[config.mk]
export PLATFORM = sky130hd
export DESIGN_NAME = count_udl_mod
export DESIGN_NICKNAME = d
export VERILOG_FILES = /design/src/rtl/count_udl_mod.sv
export SDC_FILE = /design/constraint.sdc
export NUM_CORES = 1
export LEC_CHECK = 0
export CORE_ASPECT_RATIO = 1.4
export CORE_MARGIN = 2
export CORE_UTILIZATION = 35
export CTS_CLUSTER_DIAMETER = 200
export CTS_CLUSTER_SIZE = 24
export DETAILED_ROUTE_END_ITERATION = 16
export DONT_BUFFER_PORTS = 1
export PLACE_DENSITY = 0.57
export SLEW_MARGIN = 40
export SYNTH_ARGS = -nofsm -noshare
export SYNTH_HDL_FRONTEND = slang
export SYNTH_SLANG_ARGS = --single-unit
[constraint.sdc]
create_clock -name ck -period 2.5 [get_ports ck]
set_clock_uncertainty 0.1 [all_clocks]
set_input_delay 0.375 -clock ck [delete_from_list [all_inputs] [get_ports ck]]
set_output_delay 0.375 -clock ck [all_outputs]
set_load 0.03 [all_outputs]
[src/rtl/count_udl_mod.sv]
// ---------------------------------------------------------------------------
// count_udl_mod
//
// Parametrised up/down counter with synchronous load and a runtime-programmable
// inclusive upper limit. The count always stays within 0..lim. At a bound it
// either wraps (SATURATE=0) or holds (SATURATE=1). A registered one-cycle pulse
// flags each attempted step past a bound. A combinational terminal count lets
// several instances be chained into wider counters or prescaler chains.
//
// Parameters
//   WIDTH     counter, load-data and limit width in bits (>= 2)
//   SATURATE  0 = wrap at bounds, 1 = hold at bounds
//   RESET_VAL value loaded into cnt by reset (must not exceed any lim in use)
//
// Ports
//   ck     in   clock; all state updates on the rising edge
//   reset  in   synchronous active-high reset, highest priority
//   en     in   count/load enable; en=0 holds cnt and clears the pulses
//   ud     in   direction, 1 = up, 0 = down
//   load   in   synchronous load of d, qualified by en
//   d      in   load value; clamped to lim
//   lim    in   inclusive upper bound, sampled every cycle
//   cnt    out  registered count
//   tc     out  terminal count: ud ? (cnt >= lim) : (cnt == 0)
//   tc_en  out  tc & en, enable for the next cascaded stage
//   ovf    out  registered pulse: up step attempted at the upper bound
//   udf    out  registered pulse: down step attempted at zero
// ---------------------------------------------------------------------------
module count_udl_mod #(
    parameter int unsigned      WIDTH     = 8,
    parameter int unsigned      SATURATE  = 0,
    parameter logic [WIDTH-1:0] RESET_VAL = '0
) (
    input  logic             ck,
    input  logic             reset,
    input  logic             en,
    input  logic             ud,
    input  logic             load,
    input  logic [WIDTH-1:0] d,
    input  logic [WIDTH-1:0] lim,
    output logic [WIDTH-1:0] cnt,
    output logic             tc,
    output logic             tc_en,
    output logic             ovf,
    output logic             udf
);

    // Operation selected for the coming edge (reset is handled in the register).
    typedef enum logic [1:0] {
        ActHold,
        ActLoad,
        ActUp,
        ActDown
    } act_e;

    act_e             act;

    logic [WIDTH-1:0] cnt_q, cnt_d;
    logic             ovf_q, ovf_d;
    logic             udf_q, udf_d;

    // Boundary conditions, all unsigned.
    logic             at_top;    // cnt at or above lim: an up step crosses the bound
    logic             above_lim; // cnt left above lim after lim was lowered
    logic             at_zero;
    logic [WIDTH-1:0] load_val;

    assign at_top    = (cnt_q >= lim);
    assign above_lim = (cnt_q > lim);
    assign at_zero   = (cnt_q == '0);
    assign load_val  = (d <= lim) ? d : lim;

    // Operation decode: load takes precedence over counting, both need en.
    always_comb begin
        act = ActHold;
        if (en) begin
            if (load) begin
                act = ActLoad;
            end else if (ud) begin
                act = ActUp;
            end else begin
                act = ActDown;
            end
        end
    end

    // Next-state logic. Bounds are checked before the +1/-1 so the arithmetic
    // never leaves 0..lim; with lim at all-ones this is a plain modulo counter.
    always_comb begin
        cnt_d = cnt_q;
        ovf_d = 1'b0;
        udf_d = 1'b0;
        unique case (act)
            ActLoad: begin
                cnt_d = load_val;
            end
            ActUp: begin
                if (at_top) begin
                    ovf_d = 1'b1;
                    cnt_d = (SATURATE != 0) ? lim : '0;
                end else begin
                    cnt_d = cnt_q + WIDTH'(1);
                end
            end
            ActDown: begin
                if (above_lim) begin
                    // Resynchronise to the new, lower limit without a pulse.
                    cnt_d = lim;
                end else if (at_zero) begin
                    udf_d = 1'b1;
                    cnt_d = (SATURATE != 0) ? '0 : lim;
                end else begin
                    cnt_d = cnt_q - WIDTH'(1);
                end
            end
            ActHold: begin
                cnt_d = cnt_q;
            end
            default: begin
                cnt_d = cnt_q;
            end
        endcase
    end

    // State register; reset wins outright, so no pulse follows a reset edge.
    always_ff @(posedge ck) begin
        if (reset) begin
            cnt_q <= RESET_VAL;
            ovf_q <= 1'b0;
            udf_q <= 1'b0;
        end else begin
            cnt_q <= cnt_d;
            ovf_q <= ovf_d;
            udf_q <= udf_d;
        end
    end

    // Outputs. tc is combinational so a downstream stage sees the enable in
    // the same cycle the upstream stage sits at its terminal value.
    always_comb begin
        cnt   = cnt_q;
        ovf   = ovf_q;
        udf   = udf_q;
        tc    = ud ? at_top : at_zero;
        tc_en = tc & en;
    end

endmodule

# Yosys cells after proc, flatten, opt, wreduce, memory -nomap -nowiden
# Cells that the tools add are included.
# classes
bitwise	3
eq_ne	3
addsub	2
mux	11
n_reduce_logical	4
n_lt_le_gt_ge	3
# op_table
cell	n
two-way mux 8 bit	4
case mux 8 bit (3 select lines)	1
adder 8 x 1 -> 8 bit (second input constant)	1
greater-or-equal comparator 8 bit	1
greater-than comparator 8 bit	1
<= comparator 8 bit	1
logical NOT 8 bit	1
subtractor 8 x 1 -> 8 bit (second input constant)	1
equality test 2 bit (second input constant)	2
two-way mux 1 bit	4
two-way mux 2 bit	2
OR reduction 3 bit	1
equality test 2 x 1 -> 1 bit (second input constant)	1
logical NOT 2 bit	1
NOT 1 bit	2
OR reduction 2 bit	1
bitwise AND 1 bit	1
# word_totals
reg_bits	10
out_inout_bits	12
input_bits	21
wordCells	29

# Depth between registers and ports, before layout
# depth
word_depth	6
mapped_depth	10
mapped_depth_nobuf	9

# Worst setup path after synthesis
# OpenSTA, ideal clock, no wires.
# synth_path
path_kind	register to output
startpoint	register cnt_q[0] (netlist: cnt[0])
endpoint	output tc_en
path_slack_ns	-0.278
arrival_time_ns	2.303
n_path_buf	1
stages_incl_launch_ff	10
cell_sequence	dfxtp_1 buf_6 inv_1 ha_1 nor2b_1 o211ai_1 a31oi_1 nor2_1 nor2_1 and2_1
# synth_via
elab_chain_cells	3
word_cells_on_any_way	4
# synth_rtl
item	line	source
start: declaration	58	logic [WIDTH-1:0] cnt_q, cnt_d;
start signal: assignment	132	cnt_q <= cnt_d;
greater-or-equal comparator 8 bit / logical NOT 8 bit (equally long branches)	68, 70	
two-way mux 1 bit *	144	tc = ud ? at_top : at_zero;
via tc	42	output logic tc,
bitwise AND 1 bit *	145	tc_en = tc & en;
end: declaration	43	output logic tc_en,
# Mark *: on every way through the listed nets, which the timed path passes. The rest lies on a longest branch.

# Worst setup path in the final report
# layout_path
startpoint	register cnt_q[3] (netlist: cnt[3])
endpoint	output tc_en
# layout_via
elab_chain_cells	3
word_cells_on_any_way	4
# layout_rtl
item	line
greater-or-equal comparator 8 bit / logical NOT 8 bit (equally long branches)	68, 70
two-way mux 1 bit *	144
bitwise AND 1 bit *	145
# Mark *: on every way between the ends. The rest lies on a longest branch, timed or not.

==> metrics.md <==
| Metric | Value |
|---|---|
| Number of post-CTS setup repair buffers | 0 |
| Slew at the pin closest to its max-slew limit | roughly 0.5 ns |
| TritonCTS clock tree | yes |
| Hold path depth | 1 |
| Clock sinks | 10 |
| DP Wirelength | 3530 um |
| Mux contribution to synthesized area | 5.09% |
| Antenna cell count | 0 |
| Total GRT Usage | 19.4% |
| Period utilization | between 90% and 100% |
| Unrepaired setup endpoints after global routing | no |
| Sequential area share after synthesis | between 10% and 20% |
| Synth Area in Simple Gates | a little under a quarter |
| Initial Utilization | between 30% and 40% |
| Reg2reg path depth | 9 |
| Critical path depth | 6 |
| CP endpoint kind | output port |
| Setup crit start kind | register |
| Largest net degree at the start of global routing | 11 |
| Fmax | approximately 0.41 GHz |
| CP delay by family, top | simple AND/OR/NAND/NOR gates |
| Resized cells post-CTS | 0 |
| Clk slew on worst S/H paths | 0.05 ns |
| Worst-path cell chain | ha_1 > a21oi_1 > a31oi_1 > nor2_1 > nor2_4 > and2_2 |
| Post-synthesis adder-cell area fraction | 17.0% |
| Maxcap violations | 0 |
| Worst Path Buf+Inv | 0 |
| Ratio of cells with drive above 1 in the final layout | a little over an eighth |
| XOR/XNOR Fraction of Synth Area | approximately 6.3% |
| DR iter-0 viols | 64 |
| Data required, critical path | approximately 2 ns |
| Initial antenna violation count | 0 |
| Register bit total from synthesis | 10 |
| Setup WS pre-CTS | 0.117 ns |
| Synth top area cells | ha_1 17%, dfxtp_1 14%, a21oi_1 4.3% |
| Via count of the first global-routing pass | 1370 |
| Total gr overflow | 0 |
| Fillers | ~410 |
| CP Class | reg -> out |
| Cell taking the most area after synthesis | ha_1 |
| Most common cell after layout, fill and taps aside | ha_1 |
| Vert. Die Dim | approximately 79 um |
| Die Area | 4530 sq um |
| Slew Limit Fails | 0 |
| Syn-to-layout area delta | 11.8% |
| Clk buf depth | 2 |
| DRC viols | 0 |
| Port Buffer Count | 0 |
| Clock root buffer | clkbuf_8 |
| Number of CTS-inserted buffers | 3 |
| Core Box Area | 3880 sq um |
| Die width | between 50 and 60 um |
| Post-Synthesis Cell Area | between 1000 and 1500 sq um |
| Asr flop ratio synth | 0% |
| Crit-path max cell delay | ~0.47 ns |
| Inst Count DP | between 200 and 250 |
| Synth top area share | around 17% |
| Status | completed |
| 1st-pass router iterations | 5 |
| # setup viols final | 0 |
| Most used DFF post-synth | dfxtp_1 |
| Pwr Density | 606 nW/um^2 |
| Finished Layout Cells | ~240 |
| Rows | 27 |
| Syn Area/Cell | 7.65 sq um |
| Worst path slowest cell | dfxtp_1 |
| I/O Pins | 33 |
| Routed Wire Length | 4260 um |
| Hold Buf Count CTS | 0 |
| Gpl congestion | between 0.9 and 1 |
| CP Max Fanout | 4 |
| Crit path time final | ~2.4 ns |
| WL per Instance | between 15 and 20 um |
| Worst skew pair latency | 0.24 ns |
| EDFF count, synth | 0 |
| Final #Nets | 235 |
| Reg area | 201 sq um |
| Routed Antenna Nets | 0 |
| Utilization after layout | between 40 and 50% |
| Synth Area in Compound Gates | 25.3% |
| H-tree depth | 1 |
| Maximum VDD drop | approximately 0.00066 V |
| Synthesis Warnings | 0 |
| Min setup slack post-route | around 0.089 ns |
| Vias/cell | 6.03 |
| Area of the multi-input gates | between 1000 and 1500 sq um |
| Leakage | between 0.6 and 0.7 nW |
| First-pass GRT wire length | between 6000 and 7000 um |
| Syn_nets | 223 |
| Distinct cell type count after synthesis | 48 |
| Crit path DAT | 1.94 ns |
| Most frequent cells in the layout | 19 x ha_1, 15 x inv_1, 14 x buf_4, 12 x a21oi_1, 12 x nand2_1 |
| Via Count | around 1400 |
| Final TNS setup | 0 ns |
| Relative slew slack | approximately two thirds |
| Synth Instances | ~180 |
| Worst Hold Class | in -> reg |
| Hold Fails Final Rpt | 0 |
| Largest family of logic cells by synthesized area | compound AO/OA/AOI/OAI gates |
[Yosys cell counts (all sizes together), types with 5 or more instances]
| cell | number |
|---|---|
| o21ai | 10 |
| ha | 19 |
| a31oi | 6 |
| dfxtp | 10 |
| nand3 | 8 |
| nor3 | 5 |
| inv | 15 |
| nand2 | 12 |
| nor2 | 13 |
| xnor2 | 5 |
| buf | 7 |
| xor2 | 5 |
| a21oi | 13 |
| mux2i | 6 |
[flip-flops by register name (all words and copies together), names as in the netlist]
register,cells
ovf,1
cnt,8
udf,1
[where the power goes]
group,internal [W],switching (W)
Combinational,0.000224,0.000312
Sequential,0.000178,0.0000278
Clock,0.000139,0.0000669
Total,0.000541,0.000407
[area by class of cell]
type	instances	area share (%)
clock buffer	4	3.52
inverter	15	3.60
multi-input combinational	151	69.9
sequential	10	12.9
tap	43	3.44
timing repair buffer	14	6.71
[logic make-up after synthesis]
kind of cell / count (synthesis)
AND/OR/NAND/NOR: 61
flip-flops: 10
XOR/XNOR: 10
AO/OA/AOI/OAI: 54
multiplexers: 7
buffers and inverters: 22
adder cells (fa/ha/maj): 19
[path summary, 6_finish.rpt]
path                  startpoint                   to  slack, ns
max          cnt[3]$_SDFFE_PP0P_                tc_en       0.09
min                        reset  cnt[3]$_SDFFE_PP0P_       0.10
max reg2reg  cnt[1]$_SDFFE_PP0P_  cnt[0]$_SDFFE_PP0P_       0.33
min reg2reg  cnt[1]$_SDFFE_PP0P_  cnt[1]$_SDFFE_PP0P_       0.41
[worst reg2reg max path: cells and delay by family (launching register included)]
family	cells	cell delay, ns
compound gates	5	0.89
fa+ha+maj	1	0.29
buf+inv	1	0.17
flops	1	0.34
simple gates	2	0.27
[stage by stage]
step                hold WS (ns)  instance area, sq um  total power, W
finish                     0.101                  1570        0.000948
global route              0.0984                  1570         0.00101
CTS                        0.101                  1570        0.000949
detailed placement         0.349                  1510        0.000742
global placement           0.347                  1510        0.000743
floorplan                  0.393                  1410        0.000636
[metal layers]
metal	share of wire [%]	routed length [um]	up-vias	track usage, %
li1	-	-	696	-
met3	6.3	268	6	4.56
met1	40	1710	674	22.7
met2	52	2230	54	34.2
met4	1.4	61	0	6.05
met5	0	0	-	0
Power figures use the tool's default switching activity.
